--- src/rtl/issue_sched.sv ---
// issue_sched: dual-lane in-order issue with a countdown scoreboard and split-issue FSM.
// Optional stall-cycle counter port/logic built only when PERF_CNT_EN is defined.
module issue_sched (
  input  logic       clk,
  input  logic       rst_n,
  input  logic       id_valid,
  input  logic [2:0] id_rm_1,
  input  logic [2:0] id_rn_1,
  input  logic [2:0] id_rd_1,
  input  logic       id_we_1,
  input  logic       id_mul_1,
  input  logic [2:0] id_rm_2,
  input  logic [2:0] id_rn_2,
  input  logic [2:0] id_rd_2,
  input  logic       id_ld_2,
  input  logic       id_st_2,
  input  logic       ex_flush,
  output logic       issue_1,
  output logic       issue_2,
  output logic       pc_we,
  output logic       if_id_we,
  output logic       stall
`ifdef PERF_CNT_EN
  ,
  output logic [15:0] stall_cnt
`endif
);
  typedef enum logic {ISSUE, SPLIT} state_t;

  state_t     r_state, w_next;
  logic [1:0] r_cnt [8];
  logic [7:0] w_busy;
  logic       w_h1, w_h2, w_dep, w_i1, w_i2, w_adv;

  // Register 0 is hardwired, so its busy bit stays clear.
  always_comb begin
    w_busy = '0;
    for (int k = 1; k < 8; k++) w_busy[k] = r_cnt[k] != 2'd0;
  end

  assign w_h1  = w_busy[id_rm_1] | w_busy[id_rn_1];
  assign w_h2  = w_busy[id_rm_2] | w_busy[id_rn_2] | (id_st_2 & w_busy[id_rd_2]);
  assign w_dep = id_we_1 && id_rd_1 != 3'd0 &&
                 (id_rm_2 == id_rd_1 || id_rn_2 == id_rd_1 ||
                  ((id_st_2 || id_ld_2) && id_rd_2 == id_rd_1));

  always_comb begin
    w_next = r_state;
    w_i1   = 1'b0;
    w_i2   = 1'b0;
    w_adv  = 1'b0;
    if (ex_flush) begin
      w_adv  = 1'b1;
      w_next = ISSUE;
    end else if (r_state == SPLIT) begin
      if (!w_h2) begin
        w_i2   = 1'b1;
        w_adv  = 1'b1;
        w_next = ISSUE;
      end
    end else if (!id_valid) begin
      w_adv = 1'b1;
    end else if (!w_h1) begin
      w_i1 = 1'b1;
      if (w_h2 || w_dep) w_next = SPLIT;
      else begin
        w_i2  = 1'b1;
        w_adv = 1'b1;
      end
    end
  end

  assign issue_1  = rst_n & w_i1;
  assign issue_2  = rst_n & w_i2;
  assign pc_we    = rst_n & w_adv;
  assign if_id_we = pc_we;
  assign stall    = ~pc_we;

  always_ff @(posedge clk or negedge rst_n) begin
    if (!rst_n) r_state <= ISSUE;
    else r_state <= w_next;
  end

  // Countdown first, then a newly issued producer overrides its destination.
  always_ff @(posedge clk or negedge rst_n) begin
    if (!rst_n) begin
      for (int k = 0; k < 8; k++) r_cnt[k] <= 2'd0;
    end else begin
      for (int k = 0; k < 8; k++) r_cnt[k] <= (r_cnt[k] != 2'd0) ? r_cnt[k] - 2'd1 : 2'd0;
      if (issue_1 && id_mul_1 && id_we_1 && id_rd_1 != 3'd0) r_cnt[id_rd_1] <= 2'd2;
      if (issue_2 && id_ld_2 && id_rd_2 != 3'd0) r_cnt[id_rd_2] <= 2'd1;
    end
  end

`ifdef PERF_CNT_EN
  logic [15:0] r_stall_cnt;
  always_ff @(posedge clk or negedge rst_n) begin
    if (!rst_n) r_stall_cnt <= '0;
    else if (stall && r_stall_cnt != 16'hFFFF) r_stall_cnt <= r_stall_cnt + 16'd1;
  end
  assign stall_cnt = r_stall_cnt;
`endif
endmodule
--- config.mk ---
export PLATFORM = sky130hd
export DESIGN_NAME = issue_sched
export DESIGN_NICKNAME = d
export VERILOG_FILES = /design/src/rtl/issue_sched.sv
export SDC_FILE = /design/constraint.sdc
export NUM_CORES = 1
export LEC_CHECK = 0
export BUFFER_PORTS_ARGS = -buffer_cell sky130_fd_sc_hd__buf_2
export CAP_MARGIN = 20
export CORE_AREA = 10 10 69 71
export DETAILED_ROUTE_END_ITERATION = 12
export DIE_AREA = 0 0 79 81
export PLACE_DENSITY = 0.65
export SLEW_MARGIN = 40
export SYNTH_ARGS = -nofsm -noshare
export SYNTH_HDL_FRONTEND = slang
export SYNTH_SLANG_ARGS = --single-unit
--- constraint.sdc ---
create_clock -name clk -period 2.42 [get_ports clk]
set_clock_uncertainty 0.2 [all_clocks]
set_input_delay 0.121 -clock clk [delete_from_list [all_inputs] [get_ports clk]]
set_output_delay 0.121 -clock clk [all_outputs]
set_load 0.03 [all_outputs]
# Word-level counts from Yosys, hierarchy flattened
# Cells that the tools add are included.
dict set report op_classes {
  add_sub_neg 8
  n_lt_le_gt_ge 9
  eq_ne 3
  n_mux 43
  bitwise_logic 16
  reduce_logical 24
}
# operator count
set ops {}
lappend ops {{$mux W16} 2}
lappend ops {{$mux W1} 24}
lappend ops {{$lt A3 B4 Y1 const B} 5}
lappend ops {{$mux W2} 10}
lappend ops {{$and A8 B8 Y8} 2}
lappend ops {{$not A8 Y8} 2}
lappend ops {{$or A8 B8 Y8} 2}
lappend ops {{$reduce_bool A2 Y1} 8}
lappend ops {{$sub A2 B1 Y2 const B} 8}
lappend ops {{$bmux W1 S3} 5}
lappend ops {{$demux W2 S3} 2}
lappend ops {{$logic_and A1 B1 Y1} 10}
lappend ops {{$eq A3 B3 Y1} 3}
lappend ops {{$ge A4 B4 Y1 const B} 2}
lappend ops {{$lt A4 B1 Y1 const B} 2}
lappend ops {{$not A3 Y4} 2}
lappend ops {{$reduce_bool A3 Y1} 2}
lappend ops {{$and A1 B1 Y1} 4}
lappend ops {{$logic_or A1 B1 Y1} 4}
lappend ops {{$or A1 B1 Y1} 3}
lappend ops {{$not A1 Y1} 1}
dict set report word_totals {
  reg_bits 17
  output_inout_bits 5
  elab_cells 112
}

# Logic depth before layout (Yosys ltp)
# Gate-level depths: netlist of run 1.
dict set report depth {
  depth_word 15
  mapped_depth 8
  depth_no_buf 6
}

# Least setup slack after synthesis of run 1
# No wires, ideal clock.
dict set report synth_timing {
  path_type {reg2out}
  startpoint {register r_cnt[2] in the netlist's numbering}
  endpoint {output port pc_we}
  t_arrival_ps 2697
  t_required_ps 2099
  slack_ps -598
  stages_incl_launch_ff 9
  path_buffers 2
  cell_sequence {dfrtp_1 nor2_1 a21oi_1 a211o_1 a22oi_2 buf_2 a21oi_1 o21ai_0 buf_4}
}
dict set report synth_between {
  elab_chain_cells 12
  elab_cells_between_ends 23
  classes_between {mux: 16; bitwise: 5; reduce/logical: 2}
}
# element line_no
set synth_rtl {}
lappend synth_rtl {{start: declaration} 31} ;# logic [1:0] r_cnt [8];
lappend synth_rtl {{start signal: indexed assignment} 90} ;# if (issue_1 && id_mul_1 && id_we_1 && id_rd_1 != 3'd0) r_cnt[id_rd_1] <= 2'd2;
lappend synth_rtl {{start signal: indexed assignment} 91} ;# if (issue_2 && id_ld_2 && id_rd_2 != 3'd0) r_cnt[id_rd_2] <= 2'd1;
lappend synth_rtl {{$reduce_bool A2 Y1 *} 38} ;# for (int k = 1; k < 8; k++) w_busy[k] = r_cnt[k] != 2'd0;
lappend synth_rtl {{$bmux W1 S3} 42} ;# assign w_h2 = w_busy[id_rm_2] | w_busy[id_rn_2] | (id_st_2 & w_busy[id_rd_2]);
lappend synth_rtl {{$mux W1 (implied by the code)} 42}
lappend synth_rtl {{$or A1 B1 Y1 / $and A1 B1 Y1 (equally long branches)} 42}
lappend synth_rtl {{$or A1 B1 Y1} 42}
lappend synth_rtl {{$logic_or A1 B1 Y1} 65} ;# if (w_h2 || w_dep) w_next = SPLIT;
lappend synth_rtl {{$mux W1} 65}
lappend synth_rtl {{$mux W1} 63} ;# end else if (!w_h1) begin
lappend synth_rtl {{$mux W1} 61} ;# end else if (!id_valid) begin
lappend synth_rtl {{$mux W1 *} 55} ;# end else if (r_state == SPLIT) begin
lappend synth_rtl {{$mux W1 *} 52} ;# if (ex_flush) begin
lappend synth_rtl {{$and A1 B1 Y1 *} 75} ;# assign pc_we = rst_n & w_adv;
lappend synth_rtl {{end: declaration} 20} ;# output logic pc_we,
# Every way passes the cells marked *; elsewhere a longest branch is shown, timed or not. The select of a mux whose other input is x is not followed.

# Final worst setup path of run 1
dict set report layout_timing {
  startpoint {register r_cnt[4] in the netlist's numbering}
  endpoint {output port stall}
}
dict set report layout_between {
  elab_chain_cells 13
  elab_cells_between_ends 24
  classes_between {mux: 16; bitwise: 6; reduce/logical: 2}
}
# element line_no
set layout_rtl {}
lappend layout_rtl {{$reduce_bool A2 Y1 *} 38}
lappend layout_rtl {{$bmux W1 S3} 42}
lappend layout_rtl {{$mux W1 (implied by the code)} 42}
lappend layout_rtl {{$or A1 B1 Y1 / $and A1 B1 Y1 (equally long branches)} 42}
lappend layout_rtl {{$or A1 B1 Y1} 42}
lappend layout_rtl {{$logic_or A1 B1 Y1} 65}
lappend layout_rtl {{$mux W1} 65}
lappend layout_rtl {{$mux W1} 63}
lappend layout_rtl {{$mux W1} 61}
lappend layout_rtl {{$mux W1 *} 55}
lappend layout_rtl {{$mux W1 *} 52}
lappend layout_rtl {{$and A1 B1 Y1 *} 75}
lappend layout_rtl {{$not A1 Y1 *} 77} ;# assign stall = ~pc_we;
lappend layout_rtl {{end: declaration} 22} ;# output logic stall
# Marks and branches as above.

==> metrics.txt, run 1 <==
via count between 1500 and 2000; RSZ-0062 raised after global routing true; Initial Util 40.0%; largest net degree at the start of global routing 18; Net Count, Synth 188; crit-path cells nor2_2 > a21oi_1 > mux4_2 > a221oi_4 > nand2_2 > o21a_1 > buf_6; Area Overhead vs Synth 36.2%; number of global-route vias before repair 1571; CTS clock-pin slew for the worst setup and hold paths approximately 90 ps; failing checks negative setup slack; CP Launch Type flop; asr flop ratio synth 100%; Core Rows 22; CTS Buf Count 3; Mean Syn Cell Area between 8 and 9 um^2; crit path max fanout 4; #FFs+latches synth 15; critical path class flop to primary output; CP Capture Point stall; H-tree Lvls 1; Root Buffer Master clkbuf_4; sequential share of the synthesized area 26.6%; port bufs 30; Max stage delay on crit path 500 ps; Yosys top cell area share 26.6%; ant diodes 0; reg2reg setup slack 30 ps; CP delay by family, top compound AO/OA/AOI/OAI gates; total grt overflow 0; Post-Place Worst Slack -6.79 ps; First DRT Iteration DRCs 87; fmax 0.389 GHz; worst slew pin tran 535 ps; post-synth top area cell dfrtp_1; R2R depth 7; first-pass GRT wire length 7780 um; final hold vios 0; Fin Hold WS 19.6 ps; initial antenna violation count 0; fin area 1920 um^2; WP depth 7; Req. time, crit path roughly 2100 ps; clock sinks 15; die width 79 um; Final nets 237; element type at the critical path end primary output; DRC violations left 0; ratio of cells with drive above 1 in the final layout 45.7%; CTS tree yes; core area 3520 um^2; post-route ant nets 0; Filler Cell Count ~360; max_cap viols 0; period utilization 106%; gp weighted congestion 0.852; R2R Path Start r_cnt[4]; top_reg_cell synth dfrtp_1; Die Y 81 um; gr usage total 14.7%; worst skew pair latency roughly 290 ps; Worst slew margin between 60% and 70%; estimated wirelength of the detail-placed design 3340 um; Top Ports 31; via density per instance 5.90; WL final 4560 um; Die ar. 6400 um^2; reg2reg end r_cnt[7]; synth warn 0; Cell Area, Placed 1610 um^2; final worst slack -150 ps; largest cells by area after synthesis dfrtp_1 27%, mux4_2 8.0%, nor3_1 5.3%; final setup vio count 5; drt first pass iters 4; Syn Inst Count 162; Arr. time, crit path around 2300 ps; worst path bufs/invs 1; per-cell routed wire length 17.7 um; CP Launch Point r_cnt[4]; post-synthesis cell type count 42; CTS max path bufs 2; worst min path class primary input to flop; Util after Layout a little over half; CP max-delay cell mux4_2; worst IR drop on VDD 0.000225 V; Slew Viols, Final 0; EDFF count, synth 0; mapped cell area between 1000 and 1500 um^2; status complete, but fails checks; Pleak about 0.82 nW; post-layout minimum cycle time 2570 ps; Pwr per Cell Area 335 nW/um^2
==> routing by layer <==
layer / global-route usage, % / share of wire, %
met1: 19.0 / 42
met2: 24.7 / 50
met3: 2.21 / 6.2
met4: 4.30 / 1.3
met5: 0 / 0
==> metrics by stage <==
step	instances	TNS (ps)	power, mW
2_1_floorplan	162	0	0.401
3_3_place_gp	234	0	0.462
3_5_place_dp	234	-6.79	0.469
4_1_cts	257	-490	0.641
5_1_grt	258	-1180	0.683
6_report	258	-566	0.643
==> final cells by class <==
type | count | area (um^2) | share of cell area, %
clock buffer | 3 | 22.5 | 1.17
timing repair buffer | 55 | 410 | 21.4
tap | 48 | 60.1 | 3.13
sequential | 15 | 385 | 20.1
inverter | 8 | 30.0 | 1.56
clock inverter | 1 | 5.00 | 0.261
multi-input combinational | 128 | 1010 | 52.4
==> timing repair <==
item | 4_1_cts | 5_1_grt
hold buffers | 4 | 0
pin swaps | 5 | 1
hold endpoints to repair | 17 | 0
endpoints found under the setup margin | 7 | 9
buffers inserted | 15 | 1
resized for setup | 28 | 13
==> synthesized netlist by cell type (all sizes together), types with 2 or more instances <==
cell type,number
nand2,11
inv,8
or2,2
nor2,15
o21a,3
a32oi,7
clkbuf,2
and3,3
buf,9
a31o,5
nor3b,2
a41o,2
o21ai,8
a311oi,7
a21oi,13
nor3,15
dfrtp,15
xnor2,2
nor4b,2
nor2b,3
a41oi,2
mux4,5
a211o,4
a31oi,4
xor2,4
==> power breakdown <==
part           switching [mW]  leakage [nW]  internal (mW)
Combinational           0.133         0.603          0.108
Sequential            0.00349         0.196          0.252
Clock                  0.0841        0.0177         0.0614
==> cells in the final DEF (no fill, tap or decap), types with 4 or more instances in the layout <==
master	netlist	layout
buf_2	2	25
buf_4	4	15
a21oi_1	12	11
nor2_1	15	10
nand2_1	11	10
nor3_1	15	10
buf_6	2	10
inv_1	8	8
dfrtp_2	0	8
a32oi_1	7	7
a311oi_1	7	7
dfrtp_1	15	7
mux4_2	5	5
nor3_2	0	4
a211o_1	4	4
o21ai_0	7	4
xor2_1	4	4
a31oi_1	4	4
dlygate4sd3_1	0	4
==> registers in the layout, indices dropped and copies added, names as in the netlist <==
name     count
r_cnt       14
r_state      1
==> worst min path at each step <==
stage / startpoint / to / cells after the start
after floorplan: rst_n / r_cnt[0] / 0
after global placement: rst_n / r_state / 2
after detailed placement: rst_n / r_state / 2
after CTS: id_we_1 / r_state / 4
after global routing: id_ld_2 / r_cnt[7] / 3
final: id_we_1 / r_state / 4
==> cell families after synthesis <==
logic type	share of synthesized area, %
AO/OA/AOI/OAI	33.7
XOR/XNOR	3.73
buffers and inverters	7.37
flip-flops	26.6
multiplexers	7.99
AND/OR/NAND/NOR	20.6
==> tightest hold or removal path: stages <==
cell     delay [ps]
buf_2           110
o21ai_2          90
o21a_1          110
nor3_1           40
Note: power is estimated with default switching activity, not from simulation.
==> run 2: changes to the inputs <==
- CORE_AREA: 10 10 69 71 -> 2 2 61 63
- CTS_CLUSTER_SIZE: unset -> 24
- DIE_AREA: 0 0 79 81 -> 0 0 63 65
==> run 2 against run 1 <==
Net effect:
- the run still ends with negative setup slack left
- non-clock buffer count fell by 6
- critical endpoint unchanged
- combinational power shrank 5%
- sequential share of layout area grew 0.76 points
- sequential power hardly changed
- core utilization down 1.6 points
- hold slack lost 2.7 ps
- die area down 36%
- largest cell class unchanged
- global-route usage increased by 6.5 points
- design area fell by 3.7%
==> metrics.txt, run 2 (synthesis gave the netlist of run 1 again) <==
status complete, but fails checks (unchanged); failing checks negative setup slack (unchanged); CTS Buf Count 3 (unchanged); most frequent cells in the layout 25 x buf_2, 15 x buf_4, 11 x nor3_1, 11 x a21oi_1 (was 25 x buf_2, 15 x buf_4, 11 x a21oi_1); final cell count without fillers 252 (was 258); final setup vio count 4 (was 5); Arr. time, crit path 2220 ps (was 2250 ps); CTS tree yes (unchanged); period utilization 105% (was 106%); CTS clock-pin slew for the worst setup and hold paths 90 ps (about the same); Pleak 0.782 nW (was 0.817 nW); final worst slack -123 ps (was -150 ps); Top Ports 31 (unchanged); final hold vios 0 (unchanged); Worst slew margin 64.7% (was 64.3%); initial antenna violation count 0 (unchanged); CP delay by family, top compound AO/OA/AOI/OAI gates (unchanged); worst skew pair latency 280 ps (was 290 ps); Root Buffer Master clkbuf_4 (unchanged); post-route ant nets 0 (unchanged); worst IR drop on VDD 0.000338 V (was 0.000225 V); die width 63 um (was 79 um); Slew Viols, Final 0 (unchanged); largest registers r_cnt (14), r_state (1) (unchanged); drt first pass iters 4 (unchanged); Req. time, crit path 2100 ps (about the same); via density per instance 6.01 (was 5.90); critical path class flop to primary output (unchanged); fin area 1850 um^2 (was 1920 um^2); worst slew pin tran 529 ps (was 535 ps); WL final 4190 um (was 4560 um); CP Launch Type flop (unchanged); ant diodes 0 (unchanged); CP Launch Point r_cnt[5] (was r_cnt[4]); crit path max fanout 3 (was 4); ratio of cells with drive above 1 in the final layout 44.1% (was 45.7%); number of global-route vias before repair 1498 (was 1571); element type at the critical path end primary output (unchanged); WHS Path Cells 2 (was 4); Die ar. 4100 um^2 (was 6400 um^2); Pwr per Cell Area 340 nW/um^2 (was 335 nW/um^2); gp weighted congestion 0.874 (was 0.852); largest net degree at the start of global routing 18 (unchanged); H-tree Lvls 1 (unchanged); R2R Path Start r_cnt[5] (was r_cnt[4]); Core Rows 22 (unchanged); DRC violations left 0 (unchanged); crit-path cells nor3_2 > a21oi_1 > mux4_2 > a221oi_4 > nand2_2 > o21a_1 > buf_6 (was nor2_2 > a21oi_1 > mux4_2 > a221oi_4 > nand2_2 > o21a_1 > buf_6); CP max-delay cell mux4_2 (unchanged); first-pass GRT wire length 6940 um (was 7780 um); placed cells 233 (was 234); via count 1515 (was 1523); post-layout minimum cycle time 2540 ps (was 2570 ps); Initial Util 40.3% (was 40.0%); most flop-heavy register r_cnt (unchanged); Max stage delay on crit path 510 ps (was 500 ps); hold path start id_rd_2[2] (was id_we_1); port bufs 30 (unchanged); clock sinks 15 (unchanged); Final nets 231 (was 237); worst path bufs/invs 1 (unchanged); number of flip-flops in the largest register 14 (unchanged); R2R depth 7 (unchanged); fmax 0.393 GHz (was 0.389 GHz); most common cell after layout, fill and taps aside buf_2 (unchanged); Area Overhead vs Synth 31.3% (was 36.2%); max_cap viols 0 (unchanged); WP depth 7 (unchanged); First DRT Iteration DRCs 113 (was 87); Post-Place Worst Slack -13.1 ps (was -6.79 ps); RSZ-0062 raised after global routing true (unchanged); worst min path class primary input to flop (unchanged); gr usage total 21.2% (was 14.7%); total grt overflow 0 (unchanged); Cell Area, Placed 1600 um^2 (was 1610 um^2); per-cell routed wire length 16.6 um (was 17.7 um); Die Y 65 um (was 81 um); CTS max path bufs 2 (unchanged); estimated wirelength of the detail-placed design 3030 um (was 3340 um); core area 3500 um^2 (was 3520 um^2)
[run 2: cell type report]
cell class	instances	area (um^2)
timing repair buffer	49	344
inverter	8	30.0
tap	48	60.1
fill	351	1650
sequential	15	385
clock buffer	4	26.3
multi-input combinational	128	1000
[run 2: repair_timing]
item | 4_1_cts | 5_1_grt
pin swaps | 5 | 4
hold buffers | 3 | 0
setup buffers | 10 | 2
hold endpoints to repair | 16 | 0
resized for setup | 21 | 15
endpoints found under the setup margin | 12 | 18
[run 2: worst register-to-register path: stages (launching register included)]
cell and delay [ps]:
dfrtp_2 460, nor3_2 170, a21oi_1 60, mux4_2 510, a221oi_4 290, buf_4 260, and4_1 240, a21o_2 130
[run 2: worst paths after layout]
path,endpoint,slack [ps]
worst max-delay path,stall,-120
worst max register to register,r_cnt[6],40
worst min register to register,r_cnt[3],490
max in group asynchronous,r_cnt[8],1690
worst min-delay path,r_cnt[5],20
min in group asynchronous,r_state,120
[run 2: per-layer routing]
layer | wire [um] | global-route usage (%) | part of all wire [%]
met5 | 0 | 0 | 0
met4 | 29 | 3.33 | 0.69
met3 | 221 | 2.08 | 5.3
met2 | 2100 | 38.8 | 50
met1 | 1840 | 27.4 | 44
[run 2: per-stage QoR]
stage / setup TNS (ps) / hold slack [ps] / total power, mW / utilization, %
floorplan: 0 / -375 / 0.401 / -
global placement: 0 / -110 / 0.459 / 45.8
detailed placement: -18.4 / -103 / 0.465 / 45.8
CTS: -438 / 17.0 / 0.625 / 51.4
global route: -735 / 64.0 / 0.661 / 52.9
finish: -391 / 16.9 / 0.629 / 52.9
[run 2: power breakdown]
part / total (mW) / internal (mW) / switching, mW
Clock: 0.143 / 0.0639 / 0.0792
Sequential: 0.256 / 0.252 / 0.00368
Combinational: 0.230 / 0.100 / 0.130
